### src/rtl/trace_pkg.sv
// Shared types and constants for the retired-instruction trace capture.
package trace_pkg;

  localparam int TRACE_DEPTH = 8;

  localparam logic [7:0] DROP_MAX = 8'hFF;

  typedef struct packed {
    logic [31:0] pc;
    logic [31:0] result;
  } trace_entry_t;

endpackage

### src/rtl/trace_ram.sv
// History storage: DEPTH x 64-bit register array, one synchronous write port
// and one asynchronous read port. Contents are not reset; the capture block
// masks the read data until at least one entry has been written.
module trace_ram
  import trace_pkg::*;
#(
  parameter int DEPTH = TRACE_DEPTH,
  parameter int AW    = $clog2(DEPTH)
) (
  input  logic          clk,
  input  logic          we,
  input  logic [AW-1:0] waddr,
  input  trace_entry_t  wdata,
  input  logic [AW-1:0] raddr,
  output trace_entry_t  rdata
);

  trace_entry_t mem [DEPTH];

  // Store the retiring (pc, result) pair at the write pointer.
  always_ff @(posedge clk) begin
    if (we) begin
      mem[waddr] <= wdata;
    end
  end

  assign rdata = mem[raddr];

endmodule

### src/rtl/trace_capture.sv
// Captures (pc, result) on every accepted retire into a ring buffer and lets
// the operator browse recent history. The selected entry is presented on
// registered buses for the seven-segment path; depth, view position, wrap and
// dropped-capture status drive the board LEDs.
module trace_capture
  import trace_pkg::*;
#(
  parameter int DEPTH = TRACE_DEPTH,
  parameter int AW    = $clog2(DEPTH)
) (
  input  logic          clk,
  input  logic          rst_n,
  input  logic          retire,
  input  logic [31:0]   pc_in,
  input  logic [31:0]   result_in,
  input  logic          freeze,
  input  logic          prev,
  input  logic          next,
  input  logic          sclr,
  output logic [31:0]   pc_out,
  output logic [31:0]   result_out,
  output logic [AW:0]   count,
  output logic [AW-1:0] offset,
  output logic          wrapped,
  output logic [7:0]    dropped
);

  localparam logic [AW:0]   DEPTH_CNT = (AW+1)'(DEPTH);
  localparam logic [AW:0]   CNT_ONE   = (AW+1)'(1);
  localparam logic [AW-1:0] PTR_ONE   = AW'(1);

  logic [AW-1:0] wr_ptr;
  logic [AW-1:0] wr_ptr_nxt;
  logic [AW:0]   count_nxt;
  logic [AW-1:0] offset_nxt;
  logic          wrapped_nxt;
  logic [7:0]    dropped_nxt;
  logic          capture;
  logic [AW-1:0] rd_idx;
  trace_entry_t  wr_entry;
  trace_entry_t  rd_entry;

  // A retire is only accepted while live; sclr suppresses the write as well.
  assign capture  = retire & ~freeze & ~sclr;
  assign wr_entry = '{pc: pc_in, result: result_in};

  // Newest entry sits just behind the write pointer; offset walks back from it.
  assign rd_idx = wr_ptr - PTR_ONE - offset;

  trace_ram #(
    .DEPTH (DEPTH),
    .AW    (AW)
  ) u_ram (
    .clk   (clk),
    .we    (capture),
    .waddr (wr_ptr),
    .wdata (wr_entry),
    .raddr (rd_idx),
    .rdata (rd_entry)
  );

  // Next-state for pointers and status: sclr, then capture, then browse.
  always_comb begin
    wr_ptr_nxt  = wr_ptr;
    count_nxt   = count;
    offset_nxt  = offset;
    wrapped_nxt = wrapped;
    dropped_nxt = dropped;
    if (sclr) begin
      wr_ptr_nxt  = '0;
      count_nxt   = '0;
      offset_nxt  = '0;
      wrapped_nxt = 1'b0;
      dropped_nxt = '0;
    end else if (capture) begin
      wr_ptr_nxt = wr_ptr + PTR_ONE;
      offset_nxt = '0;
      if (count == DEPTH_CNT) begin
        wrapped_nxt = 1'b1;
      end else begin
        count_nxt = count + CNT_ONE;
      end
    end else begin
      if (retire && dropped != DROP_MAX) begin
        dropped_nxt = dropped + 8'd1;
      end
      if (prev && !next) begin
        if (({1'b0, offset} + CNT_ONE) < count) begin
          offset_nxt = offset + PTR_ONE;
        end
      end else if (next && !prev) begin
        if (offset != '0) begin
          offset_nxt = offset - PTR_ONE;
        end
      end
    end
  end

  // Pointer and status registers.
  always_ff @(posedge clk or negedge rst_n) begin
    if (!rst_n) begin
      wr_ptr  <= '0;
      count   <= '0;
      offset  <= '0;
      wrapped <= 1'b0;
      dropped <= '0;
    end else begin
      wr_ptr  <= wr_ptr_nxt;
      count   <= count_nxt;
      offset  <= offset_nxt;
      wrapped <= wrapped_nxt;
      dropped <= dropped_nxt;
    end
  end

  // Display buses follow the registered view one cycle later; an empty
  // history shows zeros so uninitialised storage never reaches the display.
  always_ff @(posedge clk or negedge rst_n) begin
    if (!rst_n) begin
      pc_out     <= '0;
      result_out <= '0;
    end else if (sclr || count == '0) begin
      pc_out     <= '0;
      result_out <= '0;
    end else begin
      pc_out     <= rd_entry.pc;
      result_out <= rd_entry.result;
    end
  end

endmodule

### config.mk
export PLATFORM = sky130hd
export DESIGN_NAME = trace_capture
export DESIGN_NICKNAME = d
export VERILOG_FILES = /design/src/rtl/trace_pkg.sv /design/src/rtl/trace_ram.sv /design/src/rtl/trace_capture.sv
export SDC_FILE = /design/constraint.sdc
export NUM_CORES = 1
export LEC_CHECK = 0
export CORE_MARGIN = 4
export CORE_UTILIZATION = 60
export CTS_BUF_LIST = sky130_fd_sc_hd__clkbuf_4 sky130_fd_sc_hd__clkbuf_8 sky130_fd_sc_hd__clkbuf_16
export DETAILED_ROUTE_END_ITERATION = 8
export DONT_BUFFER_PORTS = 1
export GPL_TIMING_DRIVEN = 0
export PLACE_DENSITY = 0.86
export SYNTH_ARGS = -nofsm -noshare
export SYNTH_HDL_FRONTEND = slang
export SYNTH_SLANG_ARGS = --single-unit
### constraint.sdc
create_clock -name clk -period 6.7 [get_ports clk]
set_input_delay 0.335 -clock clk [delete_from_list [all_inputs] [get_ports clk]]
set_output_delay 0.335 -clock clk [all_outputs]
set_load 0.02 [all_outputs]
==> metrics.txt, run 1 <==
grt ovf 0; postcts setup bufs 0; Final Skew 16.90 ps; WL final 49170 um; crit path launch offset[0]; TritonCTS clock tree built; ys flop type edfxtp_1; worst-skew pair later-pin latency 580 ps; layout cells sized above 1 24.73%; Final Hold Viols 0; Slew Limit Fails 0; initial antenna violation count 1; root buffer cell clkbuf_16; EDFF count, synth 512; Ys Warns 0; RePlAce Congestion 0.7827; CP Data Arrival Time 3790 ps; RR Startpoint offset[0]; Worst Path Required 7100 ps; global-route wire length before repair 74830 um; average wire per standard cell 28.16 um; Post-Syn Area 22300 sq um; hold path start sclr; starting DRC count in detailed routing 1323; leakage 8.951 nW; setup TNS 0 ps; Vias 11120; DIE AREA 40320 sq um; max_slew headroom 33.10%; PnR worst setup slack 3311 ps; P&R area growth vs syn 16.19%; pwr dens 307.7 nW/um^2; starting density of the core 60.92%; vias in the first global route 11720; ANT cells 0; Yosys reg bits 595; setup violators final 0; nature of the critical path endpoint flip-flop; chip width 200.8 um; H-tree depth 2; FFs w/ async S/R, synth 13.95%; Tmin final 3389 ps; # port buffers 0; row count 70; I/O Pins 151; critical path fanouts, max 10; Initial DRT Pass Iterations 6; fin crit share 50.59%; Final ANT Viol Nets 0; vias per cell 6.371; max-cap violation count 0; VDD IR max 182.4 uV; Total Nets Final 1316; Clock Path Buffers 3; total power 7.974 mW; worst-margin pin slew 1001 ps; post-synthesis cell type count 42; Hold Crit Class primary input to flip-flop; Final Core Density 70.79%; Seq/Total Area, Yosys 78.25%; Worst Setup Path Type flip-flop to flip-flop; total track usage 24.76%; Final HPWL DP 28020 um; DR DRC count 0; Die H 200.8 um; Mapped Cells 1081; CTS Buf Count 56; outcome completed; Placeable Area 36610 sq um; Area after DPL 23370 sq um; Synthesized Nets 1165; RSZ-0062 raised after global routing false; clk slew on worst S/H paths 60 ps; FMAX 0.2951 GHz; largest net degree at the start of global routing 84; Synth Area per Inst 20.63 sq um; crit start category flip-flop; pre-CTS setup slack 3462 ps; Sink Count 595; fin area 25910 sq um
-- cell usage in the layout (no fill, tap or decap), types with 3 or more instances in the layout --
cell / instances
edfxtp_1: 512
nand2_1: 131
mux4_2: 128
dfrtp_1: 83
dlygate4sd3_1: 65
a21oi_1: 57
clkbuf_16: 57
clkbuf_4: 21
buf_6: 20
clkbuf_1: 20
buf_2: 19
nor2_1: 15
ha_1: 11
nand2_2: 10
a21oi_2: 10
buf_12: 10
inv_1: 8
clkinv_1: 7
clkinv_2: 7
nor2_4: 6
xnor2_1: 6
mux2i_1: 6
clkbuf_8: 6
nand4_1: 5
buf_4: 4
nor3_1: 4
nand3_1: 4
bufinv_16: 4
buf_1: 3
xor2_1: 3
a31oi_1: 3
buf_16: 3
-- critical path, stage by stage (launching register included) --
cell and delay, ps:
dfrtp_1 550, inv_1 200, ha_1 260, fa_1 510, buf_2 350, clkbuf_1 730, mux4_2 430, nand2_1 120
a21oi_2 80
-- cell type report --
cell class	instances	area, sq um
repair buffers	93	1106
plain buffers	52	279.0
flip-flops and latches	595	17450
clock buffers	84	1667
well taps	468	585.6
fillers	2029	10700
inverters	8	30.03
multi-input cells	426	4598
clock inverters	20	197.7
-- cell usage after synthesis, types with 8 or more instances --
cell,instances,area (sq um)
nor2_1,21,78.83
buf_2,19,95.09
a21oi_1,57,285.3
edfxtp_1,512,15370
clkbuf_1,20,75.07
ha_1,11,137.6
nand2_1,131,491.7
dfrtp_1,83,2077
mux4_2,128,2883
nand2_2,10,62.56
inv_1,8,30.03
a21oi_2,10,87.58
-- power breakdown --
group          leakage [nW]  switching [mW]  internal [mW]
clock network         0.942            1.29           1.87
registers              5.76          0.0560           4.07
logic                  2.25           0.393          0.290
-- cells by family (layout without fill, tap and decap cells) --
| group | Yosys count | in the layout | share of synthesized area, % |
|---|---|---|---|
| flip-flops | 595 | 595 | 78.25 |
| AND/OR/NAND/NOR | 188 | 188 | 3.551 |
| multiplexers | 135 | 135 | 13.24 |
| AO/OA/AOI/OAI | 78 | 78 | 2.053 |
| buffers and inverters | 60 | 257 | 1.386 |
| adder cells (fa/ha/maj) | 13 | 13 | 0.7966 |
| XOR/XNOR | 12 | 12 | 0.7237 |
-- routing by layer --
layer / wire (um) / GRT usage (%) / vias to the layer above / share of wire, %
met4: 1705 / 8.579 / 2 / 3.5
met1: 18440 / 34.23 / 5746 / 38
met3: 4347 / 5.234 / 120 / 8.8
met2: 24660 / 40.29 / 648 / 50
li1: - / - / 4607 / -
met5: 12 / 0 / - / 0.024
-- registers in the layout, summed over array words and instances (netlist names) --
register,count
wr_ptr,3
wrapped,1
offset,3
pc_out,32
u_ram.mem,512
count,4
result_out,32
dropped,8
-- metrics by stage --
step	hold WS, ps	cells
2_1_floorplan	39.41	1081
3_3_place_gp	41.93	1549
3_5_place_dp	42.63	1576
4_1_cts	0.2296	1746
5_1_grt	28.14	1746
6_report	39.63	1746
-- worst paths after layout --
path,to,slack (ps),cells past startpoint
max in group asynchronous,pc_out[0],5890,2
worst min-delay path,dropped[5],40,2
worst min register to register,wr_ptr[0],650,2
min in group asynchronous,pc_out[28],400,2
worst max-delay path,result_out[20],3310,8
worst max register to register,result_out[20],3310,8
-- what timing repair did --
item | in CTS | in global routing
hold buffers | 66 | 0
setup endpoints to repair | 0 | 0
gates resized for setup | 0 | 0
hold endpoints to repair | 595 | 0
Power figures use the tool's default switching activity.
==> run 2: changes to the inputs <==
--- a/config.mk
+++ b/config.mk
@@ -5,6 +5,7 @@
 export SDC_FILE = /design/constraint.sdc
 export NUM_CORES = 1
 export LEC_CHECK = 0
+export ABC_AREA = 1
 export CORE_MARGIN = 4
 export CORE_UTILIZATION = 60
 export CTS_BUF_LIST = sky130_fd_sc_hd__clkbuf_4 sky130_fd_sc_hd__clkbuf_8 sky130_fd_sc_hd__clkbuf_16
==> constraint.sdc (replaced) <==
create_clock -name clk -period 3.15 [get_ports clk]
set_input_delay 0.1575 -clock clk [delete_from_list [all_inputs] [get_ports clk]]
set_output_delay 0.1575 -clock clk [all_outputs]
set_load 0.02 [all_outputs]
==> metrics.txt, run 2 <==
layout cells sized above 1 10.66%; Tmin final 3072 ps; crit start category flip-flop; average wire per standard cell 24.06 um; Post-Syn Area 23090 sq um; worst-margin pin slew 897.5 ps; starting DRC count in detailed routing 2592; switching share of total power 27.92%; H-tree depth 2; fin crit share 97.52%; ys flop type edfxtp_1; initial antenna violation count 6; row count 71; Final Core Density 71.05%; VDD IR max 511.8 uV; grt ovf 0; CP Data Arrival Time 3560 ps; setup TNS 0 ps; TritonCTS clock tree built; M2 GR Usage 48.15%; nature of the critical path endpoint flip-flop; starting density of the core 61.01%; I/O Pins 151; root buffer cell clkbuf_16; power share of the combinational group 16.5%; FMAX 0.3255 GHz; clk slew on worst S/H paths 60 ps; vias per cell 6.248; Sink Count 595; pwr dens 728.3 nW/um^2; worst-skew pair later-pin latency 610 ps; Placeable Area 37840 sq um; Mapped Cells 1817; Final Skew 12.12 ps; EDFF count, synth 512; RR Startpoint offset[0]; P&R area growth vs syn 16.46%; top-count cell post-synth nor2_1; placed insts 2345; setup violators final 0; Vias 15770; Final Hold Viols 0; Hold Crit Class primary input to async pin; leakage 9.459 nW; Yosys reg bits 595; global-route wire length before repair 90440 um; Total Nets Final 2046; Slew Limit Fails 0; Pint 14.11 mW; M1 GR Usage 36.76%; max-cap violation count 0; total power 19.58 mW; grt met3 use 6.268%; Synth area leader edfxtp_1; chip width 204.2 um; max_slew headroom 40.02%; number of fill cells 2283; r2r worst-path depth 10; post-synthesis cell type count 30; RePlAce Congestion 0.8251; # port buffers 0; Clock Path Buffers 3; largest net degree at the start of global routing 84; vias in the first global route 15900; r2r setup slk 80 ps; max reg flops 512; Synth Area per Inst 12.71 sq um; Synthesized Nets 1901; Initial DRT Pass Iterations 6; commonest non-fill, non-tap cell in the layout nor2_1; critical path fanouts, max 10; CTS Buf Count 54; reg-to-reg endpoint pc_out[31]; Biggest register u_ram.mem; Yosys top cell area share 66.59%; commonest cells after routing, fill and taps aside 520 x nor2_1, 512 x edfxtp_1, 167 x o21ai_0; DIE AREA 41680 sq um; outcome completed; busiest grt layer met2; NetSw 5.468 mW; Final HPWL DP 34590 um; Seq/Total Area, Yosys 75.59%; Seq pwr share 47.0%; Final ANT Viol Nets 0; Clock power frac 36.4%; commonest cells in the netlist 528 x nor2_1, 512 x edfxtp_1, 167 x o21ai_0; WL final 60720 um; FFs w/ async S/R, synth 13.95%; postcts setup bufs 0; Die H 204.2 um; Worst Setup Path Type flip-flop to flip-flop; DR DRC count 0; total track usage 28.52%; top post-synthesis cells by area edfxtp_1 67%, dfrtp_1 9.0%, nor2_1 8.6%, o21ai_0 3.6%, o21ai_1 2.2%; final non-filler cell total 2524; Largest regs u_ram.mem (512), pc_out (32), result_out (32); Worst Path Required 3640 ps; Ys Warns 0
==> run 2: cell count changes after synthesis, sizes merged, moves of 38 or more <==
cell   change
o22ai     +64
mux4     -128
nor2     +508
o21ai    +268
a21oi     -59
nand3     +72
buf       +38
==> run 2: cell type report <==
type | count | area [sq um] | area share [%]
Sequential cell | 595 | 17450 | 64.91
Multi-Input combinational cell | 1088 | 4951 | 18.41
Clock buffer | 83 | 1703 | 6.333
Timing Repair Buffer | 90 | 1087 | 4.044
Buffer | 106 | 665.6 | 2.476
Tap cell | 511 | 639.4 | 2.378
Clock inverter | 18 | 272.8 | 1.014
Inverter | 27 | 101.3 | 0.3769
Antenna cell | 6 | 15.01 | 0.05584
==> run 2: how the worst max path moves through the flow <==
stage,cells after the start,slack (ps),endpoint,from
final,10,80,pc_out[31],offset[0]
after global routing,10,-110,pc_out[30],offset[0]
after CTS,11,6,pc_out[14],offset[0]
after detailed placement,10,-250,result_out[20],offset[0]
after global placement,5,-3150,u_ram.mem[5][50],freeze
after floorplan,5,-660,u_ram.mem[0][0],freeze
==> run 2: timing repair <==
item | CTS | global route
endpoints found under the hold margin | 617 | 0
resized for setup | 9 | 8
gates cloned | 0 | 0
pin swaps | 0 | 0
setup endpoints to repair | 61 | 50
hold buffers | 73 | 0
==> run 2: routing by layer <==
metal,up-vias,wire [um]
met5,-,13
met4,2,2159
met3,214,7522
met2,1318,29880
met1,7523,21140
li1,6714,-
==> run 2: power groups by stage <==
stage | combinational (mW) | sequential [mW] | clock (mW)
2_1_floorplan | 1.96 | 9.32 | 0
3_3_place_gp | 2.73 | 9.38 | 0
3_5_place_dp | 2.87 | 9.37 | 0
4_1_cts | 3.13 | 9.21 | 7.15
5_1_grt | 3.48 | 9.23 | 7.50
6_report | 3.24 | 9.21 | 7.14
==> run 2: kinds of logic (layout without fill, tap and decap cells) <==
| family | count (synthesis) | count (layout) | share of synthesized area (%) |
|---|---|---|---|
| AOI/OAI and AO/OA | 342 | 342 | 7.777 |
| xor gates and xnor gates | 6 | 6 | 0.2927 |
| adders and majority gates | 13 | 13 | 0.7695 |
| buffers and inverters | 134 | 324 | 3.257 |
| DFF | 595 | 595 | 75.59 |
| other | 0 | 6 | 0 |
| and+or+nand+nor | 727 | 727 | 12.32 |
==> run 2: worst max-delay path, stage by stage, from the launching register on <==
cell and delay [ps]:
dfrtp_2 460, inv_1 160, ha_1 250, fa_1 590
inv_2 100, buf_2 270, clkbuf_1 460, o21ai_0 170
o22ai_1 150, nor2_1 80, nor2_1 250
==> run 2: through the flow <==
stage               hold WS (ps)  setup WS [ps]  instance area, sq um
floorplan                 -138.1         -658.3                 23090
global placement          -134.8          -3147                 23730
detailed placement        -134.1         -250.9                 24130
CTS                        117.4          6.386                 26860
global route               169.0         -114.2                 26880
finish                     140.9          78.22                 26890
==> run 3: changes to the inputs <==
--- a/config.mk
+++ b/config.mk
@@ -6,13 +6,13 @@
 export NUM_CORES = 1
 export LEC_CHECK = 0
 export ABC_AREA = 1
-export CORE_MARGIN = 4
+export CORE_MARGIN = 5
 export CORE_UTILIZATION = 60
 export CTS_BUF_LIST = sky130_fd_sc_hd__clkbuf_4 sky130_fd_sc_hd__clkbuf_8 sky130_fd_sc_hd__clkbuf_16
 export DETAILED_ROUTE_END_ITERATION = 8
 export DONT_BUFFER_PORTS = 1
 export GPL_TIMING_DRIVEN = 0
-export PLACE_DENSITY = 0.86
+export PLACE_DENSITY = 0.76
 export SYNTH_ARGS = -nofsm -noshare
 export SYNTH_HDL_FRONTEND = slang
 export SYNTH_SLANG_ARGS = --single-unit
==> metrics.txt, run 3 (synthesis gave the netlist of run 2 again) <==
hold depth 6; RePlAce Congestion 0.8095; P&R area growth vs syn 16.59%; Vias 15150; setup TNS 0 ps; total power 19.37 mW; Final Core Density 71.13%; pwr dens 719.5 nW/um^2; Worst Setup Path Type flip-flop to flip-flop; critical path fanouts, max 10; reg-to-reg endpoint result_out[13]; r2r worst-path depth 9; starting density of the core 61.01%; postcts setup bufs 0; Hold Crit Class primary input to flip-flop; global-route wire length before repair 87960 um; max_slew headroom 56.18%; DR DRC count 0; H-tree depth 2; Initial DRT Pass Iterations 5; Worst Path Required 3640 ps; Biggest register u_ram.mem; outcome completed; largest net degree at the start of global routing 84; Final HPWL DP 35150 um; average wire per standard cell 22.51 um; max-cap violation count 0; fin crit share 95.83%; Slew Limit Fails 0; max reg flops 512; VDD IR max 547.3 uV; worst-skew pair later-pin latency 600 ps; Largest regs u_ram.mem (512), pc_out (32), result_out (32); clk slew on worst S/H paths 60 ps; Die H 206.2 um; hold path start next; Placeable Area 37840 sq um; Clock Path Buffers 3; r2r setup slk 130 ps; layout cells sized above 1 11.01%; RR Startpoint offset[0]; CTS Buf Count 57; setup violators final 0; # port buffers 0; nature of the critical path endpoint flip-flop; commonest non-fill, non-tap cell in the layout nor2_1; Final Skew 7.729 ps; Final ANT Viol Nets 0; Total Nets Final 2051; chip width 206.2 um; I/O Pins 151; vias per cell 5.989; leakage 9.485 nW; grt ovf 0; row count 71; Final Hold Viols 0; Min Hold Slack 116.4 ps; crit start category flip-flop; initial antenna violation count 2; DIE AREA 42500 sq um; worst-margin pin slew 655.8 ps; placed insts 2346; total track usage 27.07%; starting DRC count in detailed routing 2000; FMAX 0.3313 GHz; number of fill cells 2502; CP Data Arrival Time 3510 ps; root buffer cell clkbuf_16; final non-filler cell total 2530; Sink Count 595; TritonCTS clock tree built; WL final 56950 um; hold endpoint offset[0]; commonest cells after routing, fill and taps aside 520 x nor2_1, 512 x edfxtp_1, 167 x o21ai_0; vias in the first global route 15550; Tmin final 3019 ps
## run 3: worst max-delay path by stage
stage / slack, ps / depth (start not counted) / start / endpoint
floorplan: -660 / 5 / freeze / u_ram.mem[0][0]
global placement: -3120 / 5 / freeze / u_ram.mem[5][50]
detailed placement: -420 / 10 / offset[0] / result_out[13]
CTS: 6 / 9 / offset[0] / result_out[9]
global route: -0.8 / 9 / offset[0] / pc_out[30]
finish: 130 / 9 / offset[0] / result_out[13]
## run 3: power breakdown
| part | total, mW | internal (mW) | switching (mW) |
|---|---|---|---|
| Clock | 7.01 | 4.14 | 2.87 |
| Sequential | 9.19 | 8.81 | 0.387 |
| Combinational | 3.16 | 1.02 | 2.14 |
| Total | 19.4 | 14.0 | 5.40 |
## run 3: repair_timing
action | in CTS | in global routing
endpoints found under the setup margin | 62 | 45
hold endpoints to repair | 613 | 1
gates resized for setup | 9 | 15
hold buffers | 73 | 1
## run 3: stage by stage
stage | cell area [sq um] | worst slack [ps]
after floorplan | 23090 | -658.3
after global placement | 23730 | -3125
after detailed placement | 24160 | -416.1
after CTS | 26890 | 6.471
after global routing | 26910 | -0.7603
final | 26920 | 131.3
## run 3: worst max-delay path, cell delays in order (launching register included)
cell and delay [ps]:
dfrtp_1 530, inv_1 200, ha_1 250, fa_1 640, clkbuf_4 350, clkbuf_2 300
o21ai_0 150, o22ai_1 170, nor2_1 60, nor2_1 240
## run 3: metal layers
metal  routed length [um]  global-route usage, %
met5                   13                      0
met3                 5519                  5.037
met2                28030                  44.79
met4                 1554                  9.577
met1                21830                  36.61
## run 3: final cells by class
class | count | area (sq um) | area share (%)
Antenna cell | 3 | 7.507 | 0.02789
Buffer | 106 | 671.9 | 2.496
Clock buffer | 81 | 1720 | 6.391
Clock inverter | 27 | 246.5 | 0.9157
Inverter | 27 | 101.3 | 0.3765
Multi-Input combinational cell | 1088 | 4951 | 18.39
Sequential cell | 595 | 17450 | 64.83
Tap cell | 511 | 639.4 | 2.375
Timing Repair Buffer | 92 | 1129 | 4.193
